### config.mk
export PLATFORM = sky130hd
export DESIGN_NAME = layer1_window_gen
export DESIGN_NICKNAME = d
export VERILOG_FILES = /design/src/rtl/layer1_window_gen.sv
export SDC_FILE = /design/constraint.sdc
export NUM_CORES = 1
export LEC_CHECK = 0
export ABC_AREA = 0
export CAP_MARGIN = 0
export CORE_MARGIN = 1.5
export CORE_UTILIZATION = 56
export DETAILED_ROUTE_END_ITERATION = 7
export HOLD_SLACK_MARGIN = 0.12
export PLACE_DENSITY_LB_ADDON = 0.15
export SYNTH_ARGS = -nofsm -noshare
export SYNTH_HDL_FRONTEND = slang
export SYNTH_SLANG_ARGS = --single-unit
### constraint.sdc
create_clock -name clk -period 12.98 [get_ports clk]
set_input_delay 1.298 -clock clk [delete_from_list [all_inputs] [get_ports clk]]
set_output_delay 1.298 -clock clk [all_outputs]
set_load 0.005 [all_outputs]
### src/rtl/layer1_window_gen.sv
// ---------------------------------------------------------------------------
// layer1_window_gen
//
// Turns a row-major stream of signed layer-1 pixels into 3x3 sliding windows
// (valid-only convolution, no padding) for the 9-input multiply/tree-add path.
// Two line buffers hold the previous two rows; a 3x3 shift register holds the
// current window. One output register, no skid buffer.
//
// Parameters:
//   DATA_W  pixel / window element width (signed)
//   IMG_W   pixels per row (>= 3)
//   IMG_H   rows per frame (>= 3)
//
// Ports:
//   clk                    rising-edge clock
//   rst                    synchronous active-high reset
//   in_valid / in_ready    input handshake (in_ready = !out_valid || out_ready)
//   in_pixel               signed input pixel, row-major
//   out_valid / out_ready  output handshake
//   win_data1..win_data9   window, row-major, win_data1 = (r-2,c-2) .. win_data9 = (r,c)
//   frame_done             one-cycle pulse while the last window is first presented
//   out_row / out_col      output-map coordinate of the presented window
//                          (only when LAYER1_WIN_COORD_EN is defined)
//
// Optional feature macro: LAYER1_WIN_COORD_EN
// ---------------------------------------------------------------------------
module layer1_window_gen #(
    parameter int DATA_W = 16,
    parameter int IMG_W  = 28,
    parameter int IMG_H  = 28
) (
    input  logic                     clk,
    input  logic                     rst,
    input  logic                     in_valid,
    output logic                     in_ready,
    input  logic signed [DATA_W-1:0] in_pixel,
    output logic                     out_valid,
    input  logic                     out_ready,
    output logic signed [DATA_W-1:0] win_data1,
    output logic signed [DATA_W-1:0] win_data2,
    output logic signed [DATA_W-1:0] win_data3,
    output logic signed [DATA_W-1:0] win_data4,
    output logic signed [DATA_W-1:0] win_data5,
    output logic signed [DATA_W-1:0] win_data6,
    output logic signed [DATA_W-1:0] win_data7,
    output logic signed [DATA_W-1:0] win_data8,
    output logic signed [DATA_W-1:0] win_data9,
`ifdef LAYER1_WIN_COORD_EN
    output logic [15:0]              out_row,
    output logic [15:0]              out_col,
`endif
    output logic                     frame_done
);

    localparam int CW = (IMG_W > 1) ? $clog2(IMG_W) : 1;
    localparam int RW = (IMG_H > 1) ? $clog2(IMG_H) : 1;
    localparam logic [CW-1:0] COL_LAST = CW'(IMG_W - 1);
    localparam logic [RW-1:0] ROW_LAST = RW'(IMG_H - 1);
    localparam logic [CW-1:0] COL_FIRST_WIN = CW'(2);
    localparam logic [RW-1:0] ROW_LAST_FILL = RW'(1);

    typedef enum logic [0:0] {
        ST_FILL = 1'b0,
        ST_RUN  = 1'b1
    } state_t;

    state_t                    state_q;
    logic [CW-1:0]             col_q, col_d;
    logic [RW-1:0]             row_q, row_d;
    logic                      out_valid_q, out_valid_d;
    logic                      frame_done_q, frame_done_d;

    // Line buffers: lb0 holds row r-1, lb1 holds row r-2 (not reset)
    logic signed [DATA_W-1:0]  lb0_q [IMG_W];
    logic signed [DATA_W-1:0]  lb1_q [IMG_W];

    // 3x3 shift register, index 0 = leftmost column
    logic signed [DATA_W-1:0]  top_q [3];
    logic signed [DATA_W-1:0]  mid_q [3];
    logic signed [DATA_W-1:0]  bot_q [3];

    // Presented window, row-major
    logic signed [DATA_W-1:0]  win_q [9];

    logic                      accept_s;
    logic                      col_last_s;
    logic                      row_last_s;
    logic                      emit_s;
    logic signed [DATA_W-1:0]  lb0_rd_s;
    logic signed [DATA_W-1:0]  lb1_rd_s;
    logic signed [DATA_W-1:0]  nwin_s [9];

`ifdef LAYER1_WIN_COORD_EN
    logic [15:0]               out_row_q;
    logic [15:0]               out_col_q;
`endif

    assign in_ready = !out_valid_q || out_ready;

    // Handshake, line-buffer read and post-shift window
    always_comb begin
        accept_s   = in_valid && in_ready;
        col_last_s = (col_q == COL_LAST);
        row_last_s = (row_q == ROW_LAST);
        lb0_rd_s   = lb0_q[col_q];
        lb1_rd_s   = lb1_q[col_q];
        // In RUN the row is always >= 2, so only the column gates emission
        emit_s     = accept_s && (state_q == ST_RUN) && (col_q >= COL_FIRST_WIN);
        nwin_s[0]  = top_q[1];
        nwin_s[1]  = top_q[2];
        nwin_s[2]  = lb1_rd_s;
        nwin_s[3]  = mid_q[1];
        nwin_s[4]  = mid_q[2];
        nwin_s[5]  = lb0_rd_s;
        nwin_s[6]  = bot_q[1];
        nwin_s[7]  = bot_q[2];
        nwin_s[8]  = in_pixel;
    end

    // Column/row counters and output-valid next state
    always_comb begin
        col_d        = col_q;
        row_d        = row_q;
        out_valid_d  = out_valid_q;
        frame_done_d = 1'b0;
        if (accept_s) begin
            if (col_last_s) begin
                col_d = {CW{1'b0}};
                if (row_last_s) begin
                    row_d = {RW{1'b0}};
                end else begin
                    row_d = row_q + RW'(1);
                end
            end else begin
                col_d = col_q + CW'(1);
                row_d = row_q;
            end
        end else begin
            col_d = col_q;
            row_d = row_q;
        end
        if (emit_s) begin
            out_valid_d  = 1'b1;
            frame_done_d = row_last_s && col_last_s;
        end else if (out_ready) begin
            out_valid_d  = 1'b0;
        end else begin
            out_valid_d  = out_valid_q;
        end
    end

    // FILL/RUN state machine
    always_ff @(posedge clk) begin
        if (rst) begin
            state_q <= ST_FILL;
        end else begin
            case (state_q)
                ST_FILL: begin
                    if (accept_s && (row_q == ROW_LAST_FILL) && col_last_s) begin
                        state_q <= ST_RUN;
                    end else begin
                        state_q <= ST_FILL;
                    end
                end
                ST_RUN: begin
                    if (accept_s && row_last_s && col_last_s) begin
                        state_q <= ST_FILL;
                    end else begin
                        state_q <= ST_RUN;
                    end
                end
                default: state_q <= ST_FILL;
            endcase
        end
    end

    // Counters, handshake flags, window shift register and output window
    always_ff @(posedge clk) begin
        if (rst) begin
            col_q        <= {CW{1'b0}};
            row_q        <= {RW{1'b0}};
            out_valid_q  <= 1'b0;
            frame_done_q <= 1'b0;
            for (int i = 0; i < 3; i++) begin
                top_q[i] <= '0;
                mid_q[i] <= '0;
                bot_q[i] <= '0;
            end
            for (int i = 0; i < 9; i++) begin
                win_q[i] <= '0;
            end
        end else begin
            col_q        <= col_d;
            row_q        <= row_d;
            out_valid_q  <= out_valid_d;
            frame_done_q <= frame_done_d;
            if (accept_s) begin
                for (int i = 0; i < 3; i++) begin
                    top_q[i] <= nwin_s[i];
                    mid_q[i] <= nwin_s[3 + i];
                    bot_q[i] <= nwin_s[6 + i];
                end
            end
            if (emit_s) begin
                for (int i = 0; i < 9; i++) begin
                    win_q[i] <= nwin_s[i];
                end
            end
        end
    end

    // Line-buffer update: lb0 column moves down into lb1, new pixel into lb0
    always_ff @(posedge clk) begin
        if (accept_s) begin
            lb1_q[col_q] <= lb0_rd_s;
            lb0_q[col_q] <= in_pixel;
        end
    end

`ifdef LAYER1_WIN_COORD_EN
    // Output-map coordinate, loaded together with the window
    always_ff @(posedge clk) begin
        if (rst) begin
            out_row_q <= 16'd0;
            out_col_q <= 16'd0;
        end else if (emit_s) begin
            out_row_q <= 16'(row_q) - 16'd2;
            out_col_q <= 16'(col_q) - 16'd2;
        end
    end

    assign out_row = out_row_q;
    assign out_col = out_col_q;
`endif

    assign out_valid  = out_valid_q;
    assign frame_done = frame_done_q;
    assign win_data1  = win_q[0];
    assign win_data2  = win_q[1];
    assign win_data3  = win_q[2];
    assign win_data4  = win_q[3];
    assign win_data5  = win_q[4];
    assign win_data6  = win_q[5];
    assign win_data7  = win_q[6];
    assign win_data8  = win_q[7];
    assign win_data9  = win_q[8];

endmodule

* Yosys cells after proc, flatten, opt, wreduce, memory -nomap -nowiden
Memories as Yosys holds them, arrays and structs flattened. A register that Yosys moved wholly into a read port is not among the register bits. Index checks and enable logic that the tools add are counted.
Word-level totals: RAM bits 1184, memories kept 6, bits in registers 13, input port bits 20, output and inout port bits 147
Cells by class: bitwise logic cells 20, reduce and logical (&&, ||, !) cells 13, $lt $le $gt $ge 1, eq/ne operators 3, $add $sub $neg 2, mux-type cells 38
Memories:
- lb0_q | words 28, bits a word 16, rd ports 1, clocked after memory_dff 1, write ports 1, RTL line 74 | logic signed [DATA_W-1:0] lb0_q [IMG_W];
- lb1_q | words 28, bits a word 16, rd ports 1, clocked after memory_dff 1, write ports 1, RTL line 75 | logic signed [DATA_W-1:0] lb1_q [IMG_W];
- win_q | words 9, bits a word 16, rd ports 9, clocked after memory_dff 0, write ports 9, RTL line 83 | logic signed [DATA_W-1:0] win_q [9];
- bot_q | words 3, bits a word 16, rd ports 2, clocked after memory_dff 0, write ports 3, RTL line 80 | logic signed [DATA_W-1:0] bot_q [3];
- mid_q | words 3, bits a word 16, rd ports 2, clocked after memory_dff 0, write ports 3, RTL line 79 | logic signed [DATA_W-1:0] mid_q [3];
- top_q | words 3, bits a word 16, rd ports 2, clocked after memory_dff 0, write ports 3, RTL line 78 | logic signed [DATA_W-1:0] top_q [3];
Operators with widths (number):
- 2-to-1 mux 16 bit | 18
- 2-to-1 mux 5 bit | 6
- OR 1 bit | 18
- 2-to-1 mux 1 bit | 13
- adder 5 x 1 -> 5 bit, second input constant | 2
- equality test 5 bit, second input constant | 2
- logical AND 1 bit | 8
- equality test 5 x 1 -> 1 bit, second input constant | 1
- >= comparator 5 x 2 -> 1 bit, second input constant | 1
- NOT 1 bit | 2
- one-hot mux 1 bit (2 select lines) | 1
- AND reduction 2 bit | 1
- nonzero test 2 bit | 1
- OR reduction 2 bit | 1
- logical NOT 1 bit | 1
- logical OR 1 bit | 1

* Longest topological paths before layout
depth in word-level cells 9, depth in mapped cells 9

* Worst setup path after synthesis
Ideal clock, no wire load.
kind input-to-reg, start point input out_ready, end point memory win_q[0][0] (enable), slack 7.782 ns, required time 12.478 ns, arrival time 4.695 ns, cell stages on the path 3, library setup time 0.502 ns, cells stage by stage nor2b_1 -> nor2_1 -> a21o_1
RTL lines:
- start: declaration | RTL line 38 | input logic out_ready,
- end: declaration | RTL line 83

==> reports/results.ini <==
[sta]
max_freq_ghz=0.240
slew_viol_final=0
min_period_ns=4.16
finalSetupTns_ns=0
hold_slack_ns=0.499
slew_headroom_pct=14.2
tightest_slew_ns=1.28
rsz0062_at_grt=false
setup_violations=0
skew_ns=0.0213
hold_viol=0
finalCritPeriodShare_pct=32.1

[hold_path]
min_path_type=flop to flop

[power_and_ir_drop]
p_int_uw=6230
sw_frac_of_total_pct=20.9
p_per_area_nw_per_um2=154
power.share.combinational_pct=5.6
p_clk_share_pct=40.7
power_uw=7870
vdd_ir_drop_max_mv=0.120
seqPwrFrac_pct=53.7
power.switching_uw=1640
leakagePower_uw=0.0167

[synthesis]
synth_cells=2427
synth_fp_nets=2454
synth_commonest_cells=edfxtp_1, mux2i_1, a22oi_1
synth.avg_cell_area_um2=18.4
synth-seq-cells=1154
yosys.area.top_type=edfxtp_1
syn_area_um2=44700
yosysWarnings=0
yosys.cell_types.count=48
synth_ff_type=edfxtp_1
synth_edf_count=1136
synth_area_leaders=edfxtp_1, mux2i_1, mux4_2
async_flop_share_pct=0
ys_seq_area_share_pct=77.2
yosysTopAreaCellShare_pct=76.4
synth.most_common_cell=edfxtp_1

[cts]
cts_tree=built
cts_setup_buffers=0
path_clk_slew_ns=0.06
cts_resized=0
clk_path_buf_depth=3
clockRootBuffer=clkbuf_16
h-tree-depth=3
cts_sinks=1154
cts_made_buffers=112
postCtsHoldBufs=0
clk-insertion-delay-late_ns=0.68

[detailed_routing]
drtPass1Iterations=5
drt-wirelength-per-cell_um=25.2
ant_nets=0
drt-initial-drc-count=2235
vias=22183
via_per_inst=5.91
drc=0
routed_wl_mm=94.4

[setup_path]
crit_fanout=91
critical_path_arrival_ns=4.42
worstSetupStartpointType=flop
crit_path_end_kind=flop
crit_type=flop to flop
cp.required_ns=13.23

[grt]
grt_pass1_wl_mm=139
grt_max_degree=141
overflow=0
first_global_vias=22000
grt_antenna_before_repair=4
grtUsageTotal_pct=23.2

[die]
die-area_um2=81400
initial_core_util_pct=56.5
io_pins=167
dieHeight_um=285
fp.dieW_um=285
core_um2=79000
rows=103

[placed_design]
portBuffers=166
gp_congestion=0.810
dpl.hpwl_mm=56.6

[job]
cap_violations=0

[cells_and_area]
regArea_um2=34500
nFillCells=5357
finalNetCount=2630
drive_gt1_share_pct=11.3
multiInputGateArea_um2=9420
area_delta_synth_final_pct=14.1

[run_status]
outcome=finished clean

## layer usage
metal | wire length [um] | part of all wire, % | GRT usage (%)
met2 | 45500 | 48 | 37.0
met4 | 1840 | 1.9 | 5.86
met3 | 6760 | 7.2 | 4.38
met5 | 13 | 0.014 | 0
met1 | 40300 | 43 | 33.5
## cells by family (layout without fill, tap and decap cells)
| group | after synthesis | in the layout | share of synthesized area, % |
|---|---|---|---|
| compound gates | 273 | 273 | 4.18 |
| fa+ha+maj | 7 | 7 | 0.196 |
| buf+inv | 160 | 434 | 2.30 |
| simple gates | 429 | 429 | 5.14 |
| mux | 402 | 402 | 10.9 |
| xor+xnor | 2 | 2 | 0.0392 |
| flops | 1154 | 1154 | 77.2 |
| other cells | 0 | 1 | 0 |
## worst max-delay path, cell delays in order (launching register included)
cell      delay (ns)
dfxtp_4         0.86
buf_12          0.52
mux4_1          0.66
mux2i_1         0.43
o211ai_1        0.14
nand3_1         0.44
inv_1           0.54
## final cells by class
class	count	area share, %
clock buffers	141	5.81
multi-input cells	1113	18.5
repair buffers	207	3.94
flip-flops and latches	1154	67.7
inverters	15	0.110
diodes	1	0.00491
clock inverters	71	1.40
well taps	1050	2.58
## sequential cells by signal, summed over array words and instances (netlist names), named ones only
register and cells:
win_q 144, lb1_q 448, top_q 32, mid_q 32, bot_q 32, lb0_q 448
col_q 5, frame_done 1, row_q 5, state_q 1, out_valid 1
## final timing paths
check / startpoint / end / slack (ns) / cells after the start
max: flop / lb1_q[2][2] / 8.82 / 6
min: row_q[1] / row_q[1] / 0.50 / 2
max reg2reg: flop / lb1_q[2][2] / 8.82 / 6
min reg2reg: row_q[1] / row_q[1] / 0.50 / 2
## stage by stage
step | util [%] | cells | instance area, um2 | setup slack, ns
3_5_place_dp | 59.9 | 3539 | 47300 | 8.28
5_1_grt | 64.5 | 3751 | 51000 | 8.51
3_3_place_gp | 59.9 | 3539 | 47300 | 8.33
2_1_floorplan | - | 2427 | 44700 | 7.78
6_report | 64.5 | 3752 | 51000 | 8.82
4_1_cts | 64.5 | 3751 | 51000 | 8.86
## cell usage in the layout, fill, tap and decap left out, types with 16 or more instances in the layout
master,n
nor2_4,29
edfxtp_1,1136
mux4_2,43
clkbuf_1,25
clkdlybuf4s50_1,166
mux2i_1,333
clkbuf_16,113
mux4_1,19
buf_4,38
clkinv_2,20
a21o_1,16
nor2_1,37
and3_1,113
nand3_1,46
a21oi_1,73
clkinv_1,26
nand2_1,74
o21ai_0,21
and2_1,99
o211ai_1,20
a22oi_1,128
## power groups by stage
stage               Sequential (uW)  Clock, uW  Combinational (uW)
CTS                            4230       3260                 435
floorplan                      4300          0                 241
detailed placement             4300          0                 434
finish                         4230       3210                 437
global route                   4230       3390                 465
global placement               4300          0                 424
No activity file was read; power rests on OpenSTA's default activity.
